[src/rtl/seg7_pkg.sv]
// Shared constants for the seven-segment scanner: digit count, active-low glyphs
// ordered {g,f,e,d,c,b,a}, and the anode-select helper.
package seg7_pkg;

  localparam int NUM_DIGITS = 4;

  localparam logic [6:0] GLYPH_0     = 7'b1000000;
  localparam logic [6:0] GLYPH_1     = 7'b1111001;
  localparam logic [6:0] GLYPH_2     = 7'b0100100;
  localparam logic [6:0] GLYPH_3     = 7'b0110000;
  localparam logic [6:0] GLYPH_4     = 7'b0011001;
  localparam logic [6:0] GLYPH_5     = 7'b0010010;
  localparam logic [6:0] GLYPH_6     = 7'b0000010;
  localparam logic [6:0] GLYPH_7     = 7'b1111000;
  localparam logic [6:0] GLYPH_8     = 7'b0000000;
  localparam logic [6:0] GLYPH_9     = 7'b0010000;
  localparam logic [6:0] GLYPH_A     = 7'b0001000;
  localparam logic [6:0] GLYPH_B     = 7'b0000011;
  localparam logic [6:0] GLYPH_C     = 7'b1000110;
  localparam logic [6:0] GLYPH_D     = 7'b0100001;
  localparam logic [6:0] GLYPH_E     = 7'b0000110;
  localparam logic [6:0] GLYPH_F     = 7'b0001110;
  localparam logic [6:0] GLYPH_DASH  = 7'b0111111;
  localparam logic [6:0] GLYPH_BLANK = 7'b1111111;

  // Active-low one-hot anode pattern for a digit index
  function automatic logic [NUM_DIGITS-1:0] anode_mask(input logic [1:0] idx);
    logic [NUM_DIGITS-1:0] mask;
    mask      = {NUM_DIGITS{1'b1}};
    mask[idx] = 1'b0;
    return mask;
  endfunction

endpackage

[src/rtl/seg7_decode.sv]
// Hex digit to active-low 7-segment glyph; with HEX_MODE=0 values above 9
// collapse to a single dash.
module seg7_decode
  import seg7_pkg::*;
#(
  parameter int HEX_MODE = 1
) (
  input  logic [3:0] digit,
  output logic [6:0] seg
);

  // Glyph lookup
  always_comb begin
    seg = GLYPH_BLANK;
    if ((HEX_MODE == 0) && (digit > 4'd9)) begin
      seg = GLYPH_DASH;
    end else begin
      case (digit)
        4'h0:    seg = GLYPH_0;
        4'h1:    seg = GLYPH_1;
        4'h2:    seg = GLYPH_2;
        4'h3:    seg = GLYPH_3;
        4'h4:    seg = GLYPH_4;
        4'h5:    seg = GLYPH_5;
        4'h6:    seg = GLYPH_6;
        4'h7:    seg = GLYPH_7;
        4'h8:    seg = GLYPH_8;
        4'h9:    seg = GLYPH_9;
        4'hA:    seg = GLYPH_A;
        4'hB:    seg = GLYPH_B;
        4'hC:    seg = GLYPH_C;
        4'hD:    seg = GLYPH_D;
        4'hE:    seg = GLYPH_E;
        4'hF:    seg = GLYPH_F;
        default: seg = GLYPH_BLANK;
      endcase
    end
  end

endmodule

[src/rtl/seg7_scanner.sv]
// Four-digit multiplexed 7-segment driver: frame-aligned shadowing of value/dp,
// optional leading-zero blanking, registered active-low outputs.
module seg7_scanner
  import seg7_pkg::*;
#(
  parameter int HEX_MODE = 1
) (
  input  logic        clk,
  input  logic        reset,
  input  logic        clk500hz,
  input  logic        enable,
  input  logic [15:0] value,
  input  logic [3:0]  dp_in,
  input  logic        blank_lz,
  output logic [3:0]  an,
  output logic [6:0]  seg,
  output logic        dp,
  output logic        frame_done
);

  logic        prev_r;
  logic [1:0]  idx_r;
  logic [15:0] shadow_r;
  logic [3:0]  shadow_dp_r;
  logic [3:0]  an_r;
  logic [6:0]  seg_r;
  logic        dp_r;
  logic        frame_done_r;

  logic        adv_s;
  logic        wrap_s;
  logic        blank_s;
  logic [3:0]  digit_s;
  logic [6:0]  glyph_s;

  // prev keeps tracking while disabled, so re-enabling on a high strobe is not a tick
  assign adv_s  = clk500hz & ~prev_r & enable;
  assign wrap_s = adv_s & (idx_r == 2'd3);

  // Active digit select and leading-zero blank decision
  always_comb begin
    digit_s = 4'h0;
    blank_s = 1'b0;
    case (idx_r)
      2'd0: begin
        digit_s = shadow_r[3:0];
        blank_s = 1'b0;
      end
      2'd1: begin
        digit_s = shadow_r[7:4];
        blank_s = blank_lz & (shadow_r[15:4] == 12'h000);
      end
      2'd2: begin
        digit_s = shadow_r[11:8];
        blank_s = blank_lz & (shadow_r[15:8] == 8'h00);
      end
      2'd3: begin
        digit_s = shadow_r[15:12];
        blank_s = blank_lz & (shadow_r[15:12] == 4'h0);
      end
      default: begin
        digit_s = 4'h0;
        blank_s = 1'b0;
      end
    endcase
  end

  seg7_decode #(
    .HEX_MODE(HEX_MODE)
  ) u_decode (
    .digit(digit_s),
    .seg  (glyph_s)
  );

  // Scan state: strobe edge detector, digit index, shadow registers
  always_ff @(posedge clk or negedge reset) begin
    if (!reset) begin
      prev_r       <= 1'b0;
      idx_r        <= 2'd0;
      shadow_r     <= 16'h0000;
      shadow_dp_r  <= 4'h0;
      frame_done_r <= 1'b0;
    end else begin
      prev_r       <= clk500hz;
      frame_done_r <= wrap_s;
      if (adv_s) begin
        idx_r <= idx_r + 2'd1;
      end
      if (wrap_s) begin
        shadow_r    <= value;
        shadow_dp_r <= dp_in;
      end
    end
  end

  // Output registers; disabled or blanked digits drive everything off
  always_ff @(posedge clk or negedge reset) begin
    if (!reset) begin
      an_r  <= 4'hF;
      seg_r <= GLYPH_BLANK;
      dp_r  <= 1'b1;
    end else if (!enable) begin
      an_r  <= 4'hF;
      seg_r <= GLYPH_BLANK;
      dp_r  <= 1'b1;
    end else begin
      an_r  <= anode_mask(idx_r);
      seg_r <= blank_s ? GLYPH_BLANK : glyph_s;
      dp_r  <= blank_s | ~shadow_dp_r[idx_r];
    end
  end

  assign an         = an_r;
  assign seg        = seg_r;
  assign dp         = dp_r;
  assign frame_done = frame_done_r;

endmodule
[config.mk]
export PLATFORM = sky130hd
export DESIGN_NAME = seg7_scanner
export DESIGN_NICKNAME = d
export VERILOG_FILES = /design/src/rtl/seg7_pkg.sv /design/src/rtl/seg7_decode.sv /design/src/rtl/seg7_scanner.sv
export SDC_FILE = /design/constraint.sdc
export NUM_CORES = 1
export LEC_CHECK = 0
export BUFFER_PORTS_ARGS = -buffer_cell sky130_fd_sc_hd__buf_2
export CORE_UTILIZATION = 55
export CTS_CLUSTER_DIAMETER = 60
export DETAILED_ROUTE_END_ITERATION = 16
export GPL_TIMING_DRIVEN = 0
export PLACE_DENSITY = 0.84
export SYNTH_ARGS = -nofsm -noshare
export SYNTH_HDL_FRONTEND = slang
export SYNTH_SLANG_ARGS = --single-unit
[constraint.sdc]
create_clock -name clk -period 4.05 [get_ports clk]
set_input_delay 0.6075 -clock clk [delete_from_list [all_inputs] [get_ports clk]]
set_output_delay 0.6075 -clock clk [all_outputs]
set_load 0.01 [all_outputs]
==> impl_metrics.env <==
export IMPL_clkSinkCount=36
export IMPL_cp_required_ps=4310
export IMPL_synthTopCellsByCount="dfrtp_1 (24), mux2_2 (21), dfstp_2 (12), ha_1 (11), nand2_1 (10)"
export IMPL_hpwl_um=2520
export IMPL_grt_pass1_wl_um=5510
export IMPL_synth_nets=176
export IMPL_drive_above_1_share=0.478
export IMPL_placed_area_mm2=0.00201
export IMPL_leakagePower_nw=0.972
export IMPL_rows=20
export IMPL_worst_slew_pin_slew_ps=732
export IMPL_fp_dieW_um=58.9
export IMPL_dieArea_mm2=0.00346
export IMPL_total_power_w=0.00180
export IMPL_drc=0
export IMPL_status="completed"
export IMPL_cts_tree="yes"
export IMPL_startpoint_type="flip-flop"
export IMPL_gr_usage_met3=0.0593
export IMPL_cts_hold_buf=0
export IMPL_port_buffers=36
export IMPL_gp_congestion=0.886
export IMPL_skew_ps=7.92
export IMPL_worstPathCellList="inv_1 > ha_1 > a222oi_1 > a21oi_1 > inv_1 > ha_1 > a211oi_1 > a211oi_1 > o21ai_0"
export IMPL_timing_critical_path_buf_inv=2
export IMPL_ff2ff_path_depth=9
export IMPL_wire_per_inst_um=14.0
export IMPL_placed_cells=220
export IMPL_yosysTopAreaCellShare=0.338
export IMPL_slowest_delay_ps=440
export IMPL_ios=38
export IMPL_maxSlewViolCount=0
export IMPL_crit_slowest_cell="dfrtp_1"
export IMPL_ys_seq_area_frac=0.515
export IMPL_path_max_fanout=6
export IMPL_grt_usage=0.218
export IMPL_drtPass1Iterations=5
export IMPL_grt_pass1_vias=1234
export IMPL_via_per_inst=5.43
export IMPL_synth_area_leaders="dfrtp_1 (34%), dfstp_2 (18%), mux2_2 (13%)"
export IMPL_synth_warning_count=0
export IMPL_start_util=0.582
export IMPL_path_delay_family="compound AO/OA/AOI/OAI gates"
export IMPL_hold_viol=0
export IMPL_synth_avg_cell_area_um2=12.7
export IMPL_fin_setup_tns_ps=0
export IMPL_cts_buffer_depth=2
export IMPL_n_antenna_cell=0
export IMPL_final_cells=228
export IMPL_nets=219
export IMPL_cts_resized=0
export IMPL_clk_pin_slew_worst_paths_ps=100
export IMPL_fillers=255
export IMPL_cts_made_buffers=5
export IMPL_ff_latch_area_um2=916
export IMPL_multi_input_area_um2=790
export IMPL_hold_class="in -> async"
export IMPL_overflow=0
export IMPL_synth_cell_types=37
export IMPL_fmax_ghz=0.391
export IMPL_peakVddDrop_v=0.000405
export IMPL_cts_root_buffer="clkbuf_4"
export IMPL_die_y_um=58.9
export IMPL_period_minus_slack_ps=2560
export IMPL_rsz0062_at_grt="false"
export IMPL_synthCells=140
export IMPL_core_area_mm2=0.00305
export IMPL_async_flop_share=1.00
export IMPL_p_per_area_mw_per_mm2=871
export IMPL_use_met2=0.370
export IMPL_setup_violations=0
export IMPL_grt_busiest_layer="met2"
export IMPL_antenna_found_initial=0
export IMPL_clkLatencyLatePin_ps=340
export IMPL_path_depth=9
export IMPL_grt_max_degree=37
export IMPL_hold_slack_ps=323
export IMPL_synth_ff_type="dfrtp_1"
export IMPL_post_cts_buffers=0
export IMPL_finalCritPeriodShare=0.632
export IMPL_synth_seq_cells=36
export IMPL_fin_area_mm2=0.00206
export IMPL_area_delta_synth_final_pct=16.0
export IMPL_use_met1=0.266
export IMPL_synthesis_area_mm2=0.00178
export IMPL_vias=1238
export IMPL_drv_cap=0
export IMPL_synth_edf_count=0
export IMPL_critPathCaptureType="flip-flop"
export IMPL_drt_wl_total_um=3190
export IMPL_synth_top_area_cell="dfrtp_1"
export IMPL_max_slew_margin=0.512
export IMPL_critical_path_class="reg -> reg"
export IMPL_htree_levels=2
export IMPL_dr_first_iter_drc_count=24
export IMPL_crit_arrival_ps=2820
export IMPL_yosysMostFrequentCell="dfrtp_1"
export IMPL_ant_nets=0
[area by class of cell]
class | count | area share
clock inverters | 1 | 0.00243
repair buffers | 36 | 0.0873
clock buffers | 7 | 0.0218
multi-input cells | 90 | 0.383
flip-flops and latches | 36 | 0.444
well taps | 44 | 0.0267
inverters | 8 | 0.0146
plain buffers | 6 | 0.0206
[metrics by stage]
stage,utilization,setup WS (ps)
detailed placement,0.659,1550
CTS,0.676,1520
global route,0.676,1300
finish,0.676,1490
floorplan,-,1960
global placement,0.659,1590
[sequential cells by signal, summed over array words and instances, names as in the netlist]
| register | flops |
|---|---|
| frame_done | 1 |
| shadow_dp_r | 4 |
| shadow_r | 16 |
| dp | 1 |
| seg | 7 |
| idx_r | 2 |
| an | 4 |
| prev_r | 1 |
[final timing paths]
check | start | endpoint | slack [ps]
worst max-delay path | idx_r[0]$_DFFE_PN0P_ | seg[3]$_DFF_PN1_ | 1490
worst min-delay path | reset | shadow_r[14]$_DFFE_PN0P_ | 320
worst max register to register | idx_r[0]$_DFFE_PN0P_ | seg[3]$_DFF_PN1_ | 1490
worst min register to register | shadow_dp_r[2]$_DFFE_PN0P_ | shadow_dp_r[2]$_DFFE_PN0P_ | 520
max in group asynchronous | reset | idx_r[1]$_DFFE_PN0P_ | 3260
min in group clk | clk500hz | prev_r$_DFF_PN0_ | 390
[power breakdown]
group          internal, W  switching (W)
Clock            0.0000676       0.000108
Sequential        0.000560      0.0000918
Combinational     0.000449       0.000521
[per-layer routing]
metal	wire length, um	share of wire
met5	0	0
met4	45	0.014
met3	182	0.057
met2	1590	0.50
met1	1370	0.43
[worst reg2reg max path: cells and delay by family (launching register included)]
kind	cells	cell delay, ps
buffers and inverters	2	350
flip-flops	1	440
AO/OA/AOI/OAI	5	1040
adder cells (fa/ha/maj)	2	660
[cell families (layout without fill, tap and decap cells)]
family          Yosys count  after routing  synth area share
flops                    36             36             0.515
mux                      25             25             0.163
buf+inv                  14             58            0.0408
compound gates           31             31             0.134
simple gates             22             22            0.0654
xor+xnor                  1              1           0.00493
fa+ha+maj                11             11            0.0774
[placed cells by master, fill, tap and decap left out, drive strengths merged, types with 3 or more instances in the layout]
cell and n:
mux2 21, inv 8, nand3 3, dfrtp 24, ha 11, a22oi 4
buf 41, clkbuf 8, nand2 11, dfstp 12, a211oi 4, mux2i 3
a21oi 6
No activity file was read; power rests on OpenSTA's default activity.
